==> config.mk <==
export PLATFORM = sky130hd
export DESIGN_NAME = mc_datapath_regs
export DESIGN_NICKNAME = d
export VERILOG_FILES = /design/src/rtl/mc_datapath_regs.sv
export SDC_FILE = /design/constraint.sdc
export NUM_CORES = 1
export LEC_CHECK = 0
export CAP_MARGIN = 10
export CORE_ASPECT_RATIO = 0.5
export CORE_MARGIN = 2
export CORE_UTILIZATION = 43
export CTS_CLUSTER_SIZE = 25
export DETAILED_ROUTE_END_ITERATION = 12
export PLACE_DENSITY = 0.81
export SYNTH_ARGS = -nofsm -noshare
export SYNTH_HDL_FRONTEND = slang
export SYNTH_SLANG_ARGS = --single-unit
==> constraint.sdc <==
create_clock -name clk -period 11.15 [get_ports clk]
set_clock_uncertainty 0.05 [all_clocks]
set_input_delay 2.23 -clock clk [delete_from_list [all_inputs] [get_ports clk]]
set_output_delay 2.23 -clock clk [all_outputs]
set_load 0.005 [all_outputs]
==> src/rtl/mc_datapath_regs.sv <==
// Sequential core of the multicycle MIPS datapath: PC, IR, MDR, A, B, ALUOut,
// their input muxes, the immediate extender, PC-next/branch logic and instret.
module mc_datapath_regs #(
    parameter logic [31:0] RESET_PC = 32'h0000_0000
) (
    input  logic        clk,
    input  logic        reset,
    input  logic        pcwrite,
    input  logic        memwrite,
    input  logic        irwrite,
    input  logic        regwrite,
    input  logic        alusrca,
    input  logic        branch,
    input  logic        iord,
    input  logic        memtoreg,
    input  logic        regdst,
    input  logic        immExt,
    input  logic        branchBne,
    input  logic [1:0]  alusrcb,
    input  logic [1:0]  pcsrc,
    output logic [5:0]  op,
    output logic [5:0]  funct,
    output logic [31:0] mem_addr,
    output logic [31:0] mem_wdata,
    output logic        mem_we,
    input  logic [31:0] mem_rdata,
    output logic [4:0]  rf_ra1,
    output logic [4:0]  rf_ra2,
    input  logic [31:0] rf_rd1,
    input  logic [31:0] rf_rd2,
    output logic        rf_we,
    output logic [4:0]  rf_wa,
    output logic [31:0] rf_wd,
    output logic [31:0] alu_a,
    output logic [31:0] alu_b,
    input  logic [31:0] alu_result,
    input  logic        alu_zero,
    output logic [31:0] pc,
    output logic [31:0] instret
);

    localparam int unsigned XLEN  = 32;
    localparam int unsigned IMMW  = 16;
    localparam int unsigned JIMMW = 26;

    localparam logic [1:0] SRCB_REG   = 2'b00;
    localparam logic [1:0] SRCB_FOUR  = 2'b01;
    localparam logic [1:0] SRCB_IMM   = 2'b10;
    localparam logic [1:0] SRCB_IMMSH = 2'b11;

    localparam logic [1:0] PCSRC_ALU    = 2'b00;
    localparam logic [1:0] PCSRC_ALUOUT = 2'b01;
    localparam logic [1:0] PCSRC_JUMP   = 2'b10;
    localparam logic [1:0] PCSRC_HOLD   = 2'b11;

    logic [XLEN-1:0] pc_q, pc_d;
    logic [XLEN-1:0] ir_q, ir_d;
    logic [XLEN-1:0] mdr_q;
    logic [XLEN-1:0] a_q;
    logic [XLEN-1:0] b_q;
    logic [XLEN-1:0] aluout_q;
    logic [XLEN-1:0] instret_q, instret_d;

    logic [XLEN-1:0] imm_ext_c;
    logic [XLEN-1:0] pc_next_c;
    logic [XLEN-1:0] jump_target_c;
    logic            pcen_c;

    // Zero-extend for logical immediates (ANDI/ORI), sign-extend otherwise.
    always_comb begin
        imm_ext_c = XLEN'({{IMMW{ir_q[IMMW-1]}}, ir_q[IMMW-1:0]});
        if (immExt) begin
            imm_ext_c = XLEN'({{IMMW{1'b0}}, ir_q[IMMW-1:0]});
        end
    end

    // ALU operand selection.
    always_comb begin
        alu_a = alusrca ? a_q : pc_q;
        alu_b = b_q;
        case (alusrcb)
            SRCB_REG:   alu_b = b_q;
            SRCB_FOUR:  alu_b = XLEN'(4);
            SRCB_IMM:   alu_b = imm_ext_c;
            SRCB_IMMSH: alu_b = {imm_ext_c[XLEN-3:0], 2'b00};
            default:    alu_b = b_q;
        endcase
    end

    // Jump target reuses the already-incremented PC's upper nibble.
    assign jump_target_c = {pc_q[XLEN-1:XLEN-4], ir_q[JIMMW-1:0], 2'b00};

    // PC-next selection and enable; BNE inverts the sense of the zero flag.
    always_comb begin
        pc_next_c = alu_result;
        case (pcsrc)
            PCSRC_ALU:    pc_next_c = alu_result;
            PCSRC_ALUOUT: pc_next_c = aluout_q;
            PCSRC_JUMP:   pc_next_c = jump_target_c;
            PCSRC_HOLD:   pc_next_c = pc_q;
            default:      pc_next_c = pc_q;
        endcase
        pcen_c = pcwrite | (branch & (alu_zero ^ branchBne));
    end

    // Next-state for the enabled registers.
    always_comb begin
        pc_d      = pc_q;
        ir_d      = ir_q;
        instret_d = instret_q;
        if (pcen_c) begin
            pc_d = pc_next_c;
        end
        if (irwrite) begin
            ir_d      = mem_rdata;
            instret_d = instret_q + XLEN'(1);
        end
    end

    // MDR, A, B and ALUOut reload every cycle; PC, IR and instret are enabled.
    always_ff @(posedge clk or posedge reset) begin
        if (reset) begin
            pc_q      <= RESET_PC;
            ir_q      <= '0;
            mdr_q     <= '0;
            a_q       <= '0;
            b_q       <= '0;
            aluout_q  <= '0;
            instret_q <= '0;
        end else begin
            pc_q      <= pc_d;
            ir_q      <= ir_d;
            mdr_q     <= mem_rdata;
            a_q       <= rf_rd1;
            b_q       <= rf_rd2;
            aluout_q  <= alu_result;
            instret_q <= instret_d;
        end
    end

    assign op        = ir_q[31:26];
    assign funct     = ir_q[5:0];
    assign rf_ra1    = ir_q[25:21];
    assign rf_ra2    = ir_q[20:16];
    assign rf_wa     = regdst ? ir_q[15:11] : ir_q[20:16];
    assign rf_wd     = memtoreg ? mdr_q : aluout_q;
    assign rf_we     = regwrite;
    assign mem_addr  = iord ? aluout_q : pc_q;
    assign mem_wdata = b_q;
    assign mem_we    = memwrite;
    assign pc        = pc_q;
    assign instret   = instret_q;

endmodule

; Word level (Yosys, flattened, before mapping)
; Index checks and enable logic that the tools add are counted.
[classes]
addsub = 1
eq_ne = 6
muxes = 7
bitwise = 5
reduce_logical = 4
[ops]
columns = op, count
row1 = $mux 32, 4
row2 = $pmux 32 s4, 1
row3 = $pmux 32 s3, 1
row4 = $add 32x1->32 const B, 1
row5 = $eq 2x2->1 const B, 4
row6 = $mux 5, 1
row7 = $eq 2x1->1 const B, 2
row8 = $logic_not 2->1, 2
row9 = $reduce_and 3->1, 1
row10 = $not 1->1, 2
row11 = $reduce_and 2->1, 1
row12 = $and 1x1->1, 1
row13 = $or 1x1->1, 1
row14 = $xor 1x1->1, 1
[totals]
register_bits = 224
input_bits = 146
wordCells = 31

; Depth between registers and ports, before layout
[logic_depth]
ltp_word = 4
mapped_depth = 7
mapped_depth_nobuf = 5

; Worst setup path after synthesis
; OpenSTA, ideal clock, no wires.
[synth_path]
path_kind = input to output
from = input port alusrcb[0]
to = output port alu_b[19]
arrival_time_ps = 3080
required_ps = 8870
slack_ps = 5790
path_stages = 4
cell_sequence = clkbuf_1 > nor2_1 > clkbuf_1 > a21o_1
[synth_between]
elab_chain_len = 2
word_cells_on_any_way = 5
classes_between = eq/ne: 3 / mux: 1 / reduce/logical: 1
[synth_rtl]
columns = element, line
row1 = from (decl), 19  ; input logic [1:0] alusrcb,
row2 = $eq 2x2->1 (tied with other cells), 81  ; case (alusrcb)
row3 = $pmux 32 s4 *, 81
row4 = to (decl), 35  ; output logic [31:0] alu_b,
; Mark *: on every way between the ends. The rest lies on a longest branch, timed or not.

; Worst setup path after layout
[layout_path]
from = input port alusrcb[1]
to = output port alu_b[25]
; Same word-level chain as after synthesis.

==> qor.csv <==
stage;metric;value;unit
clock_network;cts_resized;0;
route;postRouteAntennaNets;0;
layout;fill_cells;1659;
synthesis;synth-xor-area-share;2.97;%
die;io-pin-count;399;
clock_network;cts_buffers;22;
sta;slew_headroom;26.0;%
route;met3_length;1.76;mm
critical_path;arrival;4.44;ns
power_and_ir_drop;vdd_drop_max;0.101;mV
critical_path;reg2reg_depth;5;
critical_path;cp_max_fo;33;
critical_path;r2r-start;instret[0];
clock_network;clkTransAtPathRegs;0.06;ns
critical_path;endpoint_kind;output pin;
clock_network;clk_path_buf_depth;3;
synthesis;synth_adder_area_share;0.531;%
critical_path;critPathKind;in2out;
synthesis;syn_inst;703;
sta;final.period_utilization;60.3;%
clock_network;insertion_delay;0.52;ns
place;place_congestion;0.875;
critical_path;crit_family;buffers and inverters;
synthesis;synth-edff-count;0;
clock_network;cts-htree-levels;1;
route;drt_pre_antenna_iters;5;
route;wirelength;31.7;mm
synthesis;synth_compound_area_share;5.95;%
route;routed.top_layer;met4;
global_route;grt_pass1_vias;7339;
route;vias;7132;
global_route;grt_usage;27.0;%
sta;setup_tns;0;ns
layout;final_cell_mix;clkdlybuf4s50_1, dfrtp_1, mux2_2, nand2_1, o21ai_0;
sta;finalSetupViolCount;0;
synthesis;ys_seq_area_share;59.4;%
route;routedWlPerCell;22.7;um
synthesis;syn_area;9430;um^2
global_route;grt_max_degree;90;
synthesis;syn-num-nets;853;
run;maxCapViolCount;0;
die;start_util;43.7;%
sta;finalCriticalPeriod;6.72;ns
route;detail_route.vias_per_cell;5.12;
die;die_area;23200;um^2
place;portBuffers;394;
status;status;finished clean;
clock_network;hold_buffers;0;
clock_network;post_cts.repair.setup_buffers;0;
critical_path;r2r_slack;9.32;ns
synthesis;synthFlopType;dfrtp_1;
sta;slew_viol_final;0;
global_route;grt_remaining_overflow;0;
worst_hold_path;min_to;instret[31];
die;rows;38;
synthesis;synth-seq-cells;224;
clock_network;numClockSinks;224;
sta;rsz0062_at_grt;no;
layout;fin_area;14300;um^2
sta;finalWorstSetupSlack;4.43;ns
layout;syn_to_final_growth;51.7;%
critical_path;path_cells;clkdlybuf4s50_1 > buf_4 > nor2_1 > a21o_1 > clkdlybuf4s50_1;
critical_path;required;8.87;ns
synthesis;ys_warn_count;0;
die;core;21600;um^2
place;placed_area;13500;um^2
synthesis;ys_types;37;
route;route.met2.wl;15.7;mm
layout;diodes;0;
worst_hold_path;hold_depth;1;
die;die_y;109;um
worst_hold_path;hp-class;reg2reg;
critical_path;cpPeakStageDelay;0.80;ns
sta;hold_viol;0;
route;drt_iter0_markers;469;
synthesis;yosys.area_share.simple;6.83;%
clock_network;cts-root-buf;clkbuf_16;
global_route;antenna_found_initial;0;
place;place_inst;1354;
place;pre_cts_slack;4.45;ns
critical_path;crit_slowest_cell;nor2_1;
power_and_ir_drop;p_leak;5.98;nW
synthesis;async_flop_share;100;%
layout;instances_no_fill;1394;
sta;fmax;149;MHz
place;dp_hpwl;23.0;mm
route;wl_met1;13.2;mm
synthesis;synth.area.mux_share;21.4;%
critical_path;critPathBufInv;3;
worst_hold_path;hp-start;instret[31];
synthesis;syn_area_per_cell;13.4;um^2
critical_path;path_common_cell;clkdlybuf4s50_1;
sta;worst_slew_pin_slew;1.11;ns
global_route;grt_first_pass_wirelength;46.5;mm
die;dieWidth;213;um
power_and_ir_drop;power.density;157;nW/um^2
layout;drive_gt1_share;20.6;%
layout;fin_nets;1228;
layout;final_common_cell;clkdlybuf4s50_1;
critical_path;crit_path_start_kind;input pin;
critical_path;r2r-end;instret[30];
layout;finish.utilization;66.3;%
synthesis;synth_top_family_by_area;multiplexers;
clock_network;cts_tree;done;
route;drcViolationCount;0;
-- area by class of cell --
cell class	instances	area, um^2	area share [%]
sequential	224	5610	39.2
timing repair buffer	400	3970	27.7
multi-input combinational	425	3560	24.9
clock buffer	25	603	4.21
tap	300	375	2.62
clock inverter	15	174	1.22
inverter	5	26.3	0.184
-- through the flow --
stage               hold WS, ns  total power [mW]
CTS                       0.439              2.27
floorplan                 0.418              1.13
global placement          0.415              1.46
global route              0.460              2.35
finish                    0.440              2.25
detailed placement        0.425              1.47
-- Yosys cell counts (2+ instances only) --
cell / count / area, um^2
a21o_1: 14 / 105
a21oi_1: 2 / 10.0
a22oi_1: 26 / 195
and2_1: 2 / 12.5
and4_1: 3 / 26.3
buf_1: 3 / 11.3
buf_2: 16 / 80.1
buf_4: 9 / 67.6
buf_6: 2 / 22.5
clkbuf_1: 19 / 71.3
dfrtp_1: 224 / 5610
ha_1: 4 / 50.1
inv_1: 5 / 18.8
mux2_1: 3 / 33.8
mux2_2: 164 / 1850
mux2i_1: 14 / 140
nand2_1: 51 / 191
nand3_1: 22 / 110
nand4_1: 14 / 87.6
nand4_4: 2 / 42.5
nor2_1: 10 / 37.5
nor3_1: 2 / 10.0
nor4_2: 2 / 25.0
o21ai_0: 47 / 235
xnor2_1: 27 / 236
xor2_1: 5 / 43.8
-- per-layer routing --
metal / track usage [%] / up-vias
met5: 0 / -
li1: - / 3245
met3: 5.07 / 64
met2: 45.2 / 196
met4: 8.18 / 0
met1: 36.2 / 3627
-- worst reg2reg max path: cells and delay by family, from the launching register on --
| kind | cells | cell delay (ns) |
|---|---|---|
| adders and majority gates | 1 | 0.24 |
| and+or+nand+nor | 3 | 0.84 |
| xor gates and xnor gates | 1 | 0.16 |
| DFF | 1 | 0.43 |
-- sequential cells by signal, indices dropped and copies added, names as in the netlist --
signal,flops
mdr_q,32
aluout_q,32
pc,32
a_q,32
instret,32
mem_wdata,32
ir_q,32
-- worst max path at each step --
stage | endpoint | startpoint | slack, ns | depth (start not counted)
floorplan | a_q[0] | reset | 2.74 | 1
global placement | alu_b[25] | alusrcb[1] | 4.42 | 5
detailed placement | alu_b[19] | alusrcb[1] | 4.45 | 5
CTS | alu_b[19] | alusrcb[1] | 4.43 | 5
global route | alu_b[17] | alusrcb[1] | 4.30 | 6
finish | alu_b[25] | alusrcb[1] | 4.43 | 5
-- report_power, final --
| part | internal, mW | switching [mW] |
|---|---|---|
| combinational | 0.313 | 0.173 |
| sequential | 0.882 | 0.0827 |
| clock | 0.462 | 0.336 |
-- cells by family (layout without fill, tap and decap cells) --
group	count (synthesis)	count (layout)
XOR/XNOR	32	32
buffers and inverters	54	445
adder cells (fa/ha/maj)	4	4
multiplexers	181	181
AO/OA/AOI/OAI	91	91
AND/OR/NAND/NOR	117	117
flip-flops	224	224
No activity file was read; power rests on OpenSTA's default activity.
